==> config.mk <==
export PLATFORM = sky130hd
export DESIGN_NAME = periph_responder
export DESIGN_NICKNAME = d
export VERILOG_FILES = /design/src/rtl/periph_responder.sv
export SDC_FILE = /design/constraint.sdc
export NUM_CORES = 1
export LEC_CHECK = 0
export ABC_CLOCK_PERIOD_IN_PS = 2600
export CAP_MARGIN = 20
export CORE_ASPECT_RATIO = 1.1
export CORE_MARGIN = 4
export CORE_UTILIZATION = 45
export DETAILED_ROUTE_END_ITERATION = 6
export GPL_TIMING_DRIVEN = 0
export PLACE_DENSITY = 0.63
export REMOVE_ABC_BUFFERS = 1
export SLEW_MARGIN = 30
export SYNTH_ARGS = -nofsm -noshare
export SYNTH_HDL_FRONTEND = slang
export SYNTH_SLANG_ARGS = --single-unit
==> constraint.sdc <==
create_clock -name clk -period 2.6 [get_ports clk]
set_input_delay 0.52 -clock clk [delete_from_list [all_inputs] [get_ports clk]]
set_output_delay 0.52 -clock clk [all_outputs]
set_load 0.02 [all_outputs]
==> src/rtl/periph_responder.sv <==
// Peripheral-space target for the control unit's load/store path: display, LEDs,
// synchronized buttons with sticky edge flags, and a prescaled countdown timer.
module periph_responder #(
  parameter int unsigned WAIT_STATES = 1,
  parameter int unsigned PRESCALE    = 50000,
  parameter int unsigned BTN_W       = 4
) (
  input  logic             clk,
  input  logic             reset,
  input  logic             req,
  input  logic             we,
  input  logic [14:0]      addr,
  input  logic [15:0]      wdata,
  output logic [15:0]      rdata,
  output logic             ack,
  output logic             err,
  input  logic [BTN_W-1:0] btn_in,
  output logic [15:0]      display_value,
  output logic [3:0]       leds,
  output logic             irq
);

  localparam int unsigned AW        = 15;
  localparam int unsigned DW        = 16;
  localparam int unsigned WCW       = 3;
  localparam int unsigned PW        = $clog2(PRESCALE);
  localparam int unsigned WAIT_LAST = (WAIT_STATES > 0) ? WAIT_STATES - 1 : 0;

  typedef enum logic [1:0] {
    S_IDLE = 2'd0,
    S_WAIT = 2'd1,
    S_ACK  = 2'd2
  } state_t;

  state_t           state;
  state_t           next_state;
  logic [WCW-1:0]   wait_cnt;

  logic [AW-1:0]    lat_addr;
  logic             lat_we;
  logic [DW-1:0]    lat_wdata;

  logic             capture_c;
  logic             enter_ack_c;
  logic             commit_c;

  logic [AW-1:0]    acc_addr;
  logic             acc_hit;
  logic             lat_hit;
  logic [DW-1:0]    rd_mux;

  logic             wr_disp, wr_leds, wr_edge, wr_tctrl, wr_tload, wr_status;

  logic [BTN_W-1:0] btn_meta, btn_sync, btn_prev, btn_edge;
  logic [BTN_W-1:0] btn_rise;

  logic [2:0]       tctrl, tctrl_d;
  logic [DW-1:0]    tload;
  logic [DW-1:0]    tcount, tcount_d;
  logic [PW-1:0]    presc, presc_d;
  logic             expired, expired_d;
  logic             tick;
  logic             exp_set;

  // State register
  always_ff @(posedge clk or negedge reset) begin
    if (!reset) state <= S_IDLE;
    else        state <= next_state;
  end

  // Next-state logic
  always_comb begin
    next_state = state;
    unique case (state)
      S_IDLE:  if (req) next_state = (WAIT_STATES > 0) ? S_WAIT : S_ACK;
      S_WAIT:  if (wait_cnt == WCW'(WAIT_LAST)) next_state = S_ACK;
      S_ACK:   next_state = S_IDLE;
      default: next_state = S_IDLE;
    endcase
  end

  // Transaction strobes derived from the FSM
  always_comb begin
    capture_c   = 1'b0;
    enter_ack_c = 1'b0;
    commit_c    = 1'b0;
    capture_c   = (state == S_IDLE) && req;
    enter_ack_c = (next_state == S_ACK) && (state != S_ACK);
    commit_c    = (state == S_ACK) && lat_we && lat_hit;
  end

  always_ff @(posedge clk or negedge reset) begin
    if (!reset) begin
      wait_cnt  <= '0;
      lat_addr  <= '0;
      lat_we    <= 1'b0;
      lat_wdata <= '0;
    end else begin
      wait_cnt <= (state == S_WAIT) ? wait_cnt + WCW'(1) : '0;
      if (capture_c) begin
        lat_addr  <= addr;
        lat_we    <= we;
        lat_wdata <= wdata;
      end
    end
  end

  // With no wait states ACK is entered on the capture edge, so read the live address then.
  assign acc_addr = (state == S_IDLE) ? addr : lat_addr;
  assign acc_hit  = (acc_addr[14:3] == '0);
  assign lat_hit  = (lat_addr[14:3] == '0);

  always_comb begin
    rd_mux = '0;
    unique case (acc_addr[2:0])
      3'd0: rd_mux = display_value;
      3'd1: rd_mux = {12'h000, leds};
      3'd2: rd_mux = DW'(btn_sync);
      3'd3: rd_mux = DW'(btn_edge);
      3'd4: rd_mux = {13'h0000, tctrl};
      3'd5: rd_mux = tload;
      3'd6: rd_mux = tcount;
      3'd7: rd_mux = {15'h0000, expired};
      default: rd_mux = '0;
    endcase
  end

  assign wr_disp   = commit_c && (lat_addr[2:0] == 3'd0);
  assign wr_leds   = commit_c && (lat_addr[2:0] == 3'd1);
  assign wr_edge   = commit_c && (lat_addr[2:0] == 3'd3);
  assign wr_tctrl  = commit_c && (lat_addr[2:0] == 3'd4);
  assign wr_tload  = commit_c && (lat_addr[2:0] == 3'd5);
  assign wr_status = commit_c && (lat_addr[2:0] == 3'd7);

  // Response registers
  always_ff @(posedge clk or negedge reset) begin
    if (!reset) begin
      ack   <= 1'b0;
      rdata <= '0;
      err   <= 1'b0;
    end else begin
      ack <= (next_state == S_ACK);
      if (enter_ack_c) begin
        rdata <= acc_hit ? rd_mux : '0;
        err   <= !acc_hit;
      end
    end
  end

  assign btn_rise = btn_sync & ~btn_prev;

  // Button synchronizer and sticky rising-edge flags; a new edge beats a same-cycle clear
  always_ff @(posedge clk or negedge reset) begin
    if (!reset) begin
      btn_meta <= '0;
      btn_sync <= '0;
      btn_prev <= '0;
      btn_edge <= '0;
    end else begin
      btn_meta <= btn_in;
      btn_sync <= btn_meta;
      btn_prev <= btn_sync;
      btn_edge <= (btn_edge & ~(wr_edge ? BTN_W'(lat_wdata) : '0)) | btn_rise;
    end
  end

  // Timer next-state; a software TCTRL write overrides the hardware enable clear
  always_comb begin
    tick      = tctrl[0] && (presc == PW'(PRESCALE - 1));
    presc_d   = presc;
    tcount_d  = tcount;
    tctrl_d   = tctrl;
    exp_set   = 1'b0;
    if (tctrl[0]) presc_d = tick ? '0 : presc + PW'(1);
    if (tick) begin
      if (tcount != '0) begin
        tcount_d = tcount - DW'(1);
      end else begin
        exp_set = 1'b1;
        if (tctrl[1]) tcount_d = tload;
        else          tctrl_d[0] = 1'b0;
      end
    end
    if (wr_tctrl) begin
      tctrl_d = lat_wdata[2:0];
      if (!tctrl[0] && lat_wdata[0]) begin
        tcount_d = tload;
        presc_d  = '0;
      end
    end
    expired_d = (expired & ~(wr_status & lat_wdata[0])) | exp_set;
  end

  always_ff @(posedge clk or negedge reset) begin
    if (!reset) begin
      display_value <= '0;
      leds          <= '0;
      tctrl         <= '0;
      tload         <= '0;
      tcount        <= '0;
      presc         <= '0;
      expired       <= 1'b0;
      irq           <= 1'b0;
    end else begin
      if (wr_disp)  display_value <= lat_wdata;
      if (wr_leds)  leds          <= lat_wdata[3:0];
      if (wr_tload) tload         <= lat_wdata;
      tctrl   <= tctrl_d;
      tcount  <= tcount_d;
      presc   <= presc_d;
      expired <= expired_d;
      irq     <= expired_d & tctrl_d[2];
    end
  end

endmodule
* Yosys cells after proc, flatten, opt, wreduce, memory -nomap -nowiden
Index checks and enable logic that the tools add are counted.
Cells by class: reduce and logical (&&, ||, !) cells 23, $add $sub $neg 3, eq/ne operators 19, bitwise operators 10, muxes and demuxes 23
Operator list (number):
- 2-to-1 mux 16 bit | 10
- one-hot mux 16 bit (8 select lines) | 1
- zero test 12 bit | 2
- equality test 3 bit (second input constant) | 7
- adder 16 x 1 -> 16 bit (second input constant) | 1
- equality test 16 bit (second input constant) | 1
- nonzero test 16 bit | 1
- subtractor 16 x 1 -> 16 bit (second input constant) | 1
- 2-to-1 mux 15 bit | 1
- logical AND 1 bit | 12
- equality test 3 x 2 -> 1 bit (second input constant) | 3
- zero test 3 bit | 3
- bitwise AND 4 bit | 2
- NOT 4 bit | 2
- equality test 3 x 1 -> 1 bit (second input constant) | 2
- 2-to-1 mux 3 bit | 2
- != test 2 bit (second input constant) | 3
- 2-to-1 mux 1 bit | 5
- equality test 2 bit (second input constant) | 2
- 2-to-1 mux 2 bit | 2
- 2-to-1 mux 4 bit | 1
- OR 4 bit | 1
- one-hot mux 2 bit (2 select lines) | 1
- adder 3 x 1 -> 3 bit (second input constant) | 1
- 8 further kinds | 11
Word-level totals: logic and storage cells 100, register bits 144, input bits 39

* Longest topological paths before layout
Gate-level depths: netlist (run 1).
word-level depth 9, gate-level depth with buffers 9, depth with buffers taken out 7

* Least setup slack after synthesis (run 1)
OpenSTA, ideal clock, no wires.
kind register to register, start point reg lat_addr[10], end point reg display_value[0], data arrival time 2.087 ns, setup slack 0.389 ns, period minus slack after synthesis 2.211 ns, library setup time 0.125 ns, stages on the path, launching flop included 6, cells stage by stage dfrtp_1 > nor4_1 > nand4_1 > nor3_2 > buf_6 > mux2_2
Between the ends: word-level cells in the longest chain between the ends 3
RTL lines:
- from (decl) | line 39 | logic [AW-1:0] lat_addr;
- from (signal assigned) | line 101 | lat_addr <= addr;
- zero test 12 bit | line 111 | assign lat_hit = (lat_addr[14:3] == '0);
- logical AND 1 bit | line 89 | commit_c = (state == S_ACK) && lat_we && lat_hit;
- logical AND 1 bit | line 128 | assign wr_disp = commit_c && (lat_addr[2:0] == 3'd0);
- to (signal assigned) | line 205 | if (wr_disp) display_value <= lat_wdata;
- to (decl) | line 18 | output logic [15:0] display_value,
No other way between the ends. A chain may end at the register's enable or synchronous reset.

* Final worst setup path (run 1)
start point reg state[1], end point reg irq
Between the ends: elaborated cells between the ends (all ways) 11, those cells by class eq/ne (1); mux (1); bitwise (5); reduce/logical (4)
RTL lines:
- from (decl) | line 35 | state_t state;
- from (signal assigned) | line 68 | else state <= next_state;
- equality test 2 bit | line 89
- logical AND 1 bit (2 in a row) | line 89
- logical AND 1 bit | line 131 | assign wr_tctrl = commit_c && (lat_addr[2:0] == 3'd4);
- 2-to-1 mux 3 bit | line 184 | if (wr_tctrl) begin
- via tctrl_d[2] | line 57 | logic [2:0] tctrl, tctrl_d;
- bitwise AND 1 bit | line 212 | irq <= expired_d & tctrl_d[2];
- to (signal assigned) | line 212
- to (decl) | line 20 | output logic irq
The timed path passes the listed nets, and every way through them passes these cells.

==> results_dict.tcl, run 1 <==
set metrics [dict create \
    pwr-share-seq_pct 42.2 \
    io_pins 78 \
    critPathSlowestCell "dfrtp_1" \
    cts_buffers 17 \
    clk_latency_ns 0.42 \
    vias 5099 \
    post-route-cell-area_sq_um 8650 \
    antenna_left 0 \
    drtPass1Iterations 5 \
    powerDensity_nw_per_um2 799 \
    end_kind "register" \
    antenna_found_initial 0 \
    period_share_pct 94.0 \
    pre_cts_slack_ns -0.740 \
    p_int_mw 4.73 \
    vdd_drop_max_mv 0.639 \
    tritoncts "done" \
    grt_setup_unrepaired "no" \
    clock-sinks 144 \
    cp.required_ns 2.91 \
    synthFlopType "dfrtp_1" \
    status "finished clean" \
    clockBufferDepth 2 \
    chipWidth_um 126 \
    p_leak_nw 3.70 \
    clockPowerShare_pct 35.9 \
    start_kind "register" \
    synth_edf_count 0 \
    holdCritPathClass "register to register" \
    crit_top_cell "buf_4" \
    portBuffers 77 \
    utilization_pct 57.7 \
    vias_per_cell 5.77 \
    period_needed_ns 2.45 \
    p_comb_share_pct 21.9 \
    synth_cells 599 \
    ys_warn_count 0 \
    slowest_delay_ns 0.54 \
    drt_iter0_drc 333 \
    dpl_cell_area_sq_um 7890 \
    dp_hpwl_mm 12.0 \
    maxSlewHeadroom_pct 50.8 \
    layout_setup_ws_ns 0.155 \
    worstPathArrival_ns 2.76 \
    grt_pass1_wl_mm 28.2 \
    overflow 0 \
    netSwitchingFraction_pct 31.5 \
    crit_chain "nor4bb_2, nand4_1, buf_4, buf_4, nor3b_2, mux2_2, and2_1" \
    finalSetupViolations 0 \
    drv_slew 0 \
    diodes 0 \
    max_freq_mhz 409 \
    post-route-drc-count 0 \
    nets 719 \
    dieHeight_um 138 \
    rows 47 \
    area_growth_pct 26.0 \
    hold_slack_ns 0.355 \
    grt_max_degree 55 \
    initial_utilization_pct 45.7 \
    cts_root_buf "clkbuf_16" \
    crit_type "register to register" \
    ys_seq_elements 144 \
    h-tree-depth 4 \
    syn-cell-area_sq_um 6860 \
    synth_cell_type_count 72 \
    grt_pass1_vias 5246 \
    post_drt_wl_per_cell_um 19.4 \
    syn_area_per_cell_sq_um 11.5 \
    grt_usage_pct 20.6 \
    cap_violations 0 \
    path_clk_slew_ns 0.06 \
    p_switching_mw 2.18 \
    wl_mm 17.1 \
    finalHoldViolCount 0 \
    fin_worst_skew_ns 0.00578 \
    synth.yosys.seq_area_share_pct 52.5 \
    cp_max_fo 11 \
    die-area_sq_um 17300 \
    fillers 1285 \
    tightest_slew_ns 0.736 \
    drive_gt1_share_pct 21.8 \
    place.gp.congestion 0.867 \
    fp.coreArea_sq_um 15000 \
    synth_async_sr_flop_share_pct 100 \
]
per-stage QoR:
step           TNS [ns]  instances  power [mW]
2_1_floorplan         0        565        3.68
6_report              0        884        6.91
3_5_place_dp     -26.66        845        4.37
4_1_cts               0        884        6.92
3_3_place_gp    -727.77        838        4.18
5_1_grt               0        884        7.24
worst max-delay path: cells and delay by family, from the launching register on:
kind | cells | cell delay [ns]
muxes | 1 | 0.39
buffers and inverters | 2 | 0.34
and+or+nand+nor | 4 | 1.06
DFF | 1 | 0.54
cells in the final DEF (no fill, tap or decap), drive strengths merged, types with 8 or more instances in the layout:
cell type / synthesis / layout
xnor2: 8 / 8
nand4: 10 / 10
nor4: 9 / 9
buf: 12 / 14
nand3: 10 / 10
dfrtp: 144 / 144
mux2: 71 / 71
o21ai: 25 / 25
a22oi: 12 / 12
o2bb2ai: 12 / 12
mux2i: 9 / 9
nor3: 17 / 17
clkdlybuf4s50: 0 / 76
clkbuf: 22 / 21
a22o: 18 / 18
a21oi: 21 / 21
nand2: 34 / 34
inv: 17 / 18
nor2: 39 / 39
synth_stat cells, drive strengths merged, types with 6 or more instances:
cell type / instances / share of area, %
nor2b: 7 / 0.64
nand4: 10 / 0.91
o21ai: 25 / 1.9
xnor2: 8 / 1.0
a22o: 18 / 2.3
nor2: 39 / 2.2
o211ai: 6 / 0.66
nor4: 9 / 1.1
mux2i: 9 / 1.3
a22oi: 12 / 1.3
dfrtp: 144 / 53
nand2: 34 / 1.9
nor3: 17 / 1.3
a21oi: 21 / 1.6
buf: 12 / 1.1
mux2: 71 / 12
clkbuf: 22 / 1.2
xor2: 6 / 0.77
inv: 17 / 0.93
o2bb2ai: 12 / 1.5
nand3: 10 / 0.73
final timing paths:
path / depth (start not counted) / slack, ns / start / end
max: 7 / 0.15 / state[1] / irq
min: 0 / 0.36 / btn_meta[3] / btn_sync[3]
max reg2reg: 7 / 0.15 / state[1] / irq
min reg2reg: 0 / 0.36 / btn_meta[3] / btn_sync[3]
max in group asynchronous: 4 / 1.16 / reset / tcount[12]
min in group asynchronous: 2 / 0.56 / reset / wait_cnt[2]
flip-flops by register name, summed over array words and instances, names as in the netlist, 2 cells and up:
name,cells
btn_sync,4
lat_wdata,16
lat_addr,15
state,2
presc,16
tctrl,3
wait_cnt,3
tload,16
rdata,16
btn_meta,4
btn_prev,4
tcount,16
btn_edge,4
leds,4
display_value,16
routing by layer:
metal	GRT usage, %	vias to the layer above	wire, um
met4	6.27	0	173
met2	33.2	133	8520
met5	0	-	0
met1	27.9	2564	7610
met3	5.04	15	836
li1	-	2387	-
kinds of logic (layout without fill, tap and decap cells):
| group | count (synthesis) | count (layout) | share of synthesized area, % |
|---|---|---|---|
| DFF | 144 | 144 | 52.5 |
| and+or+nand+nor | 168 | 168 | 13.7 |
| muxes | 80 | 80 | 13.0 |
| adders and majority gates | 5 | 5 | 0.912 |
| xor gates and xnor gates | 14 | 14 | 1.79 |
| AOI/OAI and AO/OA | 137 | 137 | 14.8 |
| buffers and inverters | 51 | 140 | 3.28 |
power groups by stage:
stage	combinational (mW)	sequential, mW	clock (mW)
2_1_floorplan	0.901	2.78	0
3_3_place_gp	1.32	2.86	0
3_5_place_dp	1.48	2.90	0
4_1_cts	1.51	2.88	2.53
5_1_grt	1.66	2.96	2.62
6_report	1.51	2.92	2.48
area by class of cell:
cell class                 count  area [sq um]  area share [%]
sequential                   144          3600            41.7
clock buffer                  21           480            5.56
clock inverter                11           130            1.51
multi-input combinational    404          3160            36.5
inverter                      17          63.8           0.738
tap                          196           245            2.84
timing repair buffer          91           966            11.2
repair_timing:
action                                  in CTS  in global routing
cloned                                       0                  0
hold endpoints to repair                    37                  0
hold buffers                                 1                  0
endpoints found under the setup margin      84                 20
gates resized for setup                      8                  7
setup buffers                                6                  0
pin swaps                                    3                  0
Note: power is estimated with default switching activity, not from simulation.
==> run 2: changes to the inputs <==
CAP_MARGIN = default   (was 20)
CTS_CLUSTER_DIAMETER = 100   (was default)
==> results of run 2 <==
Same layout as run 1: the final DEF is identical, and so are final timing and power.
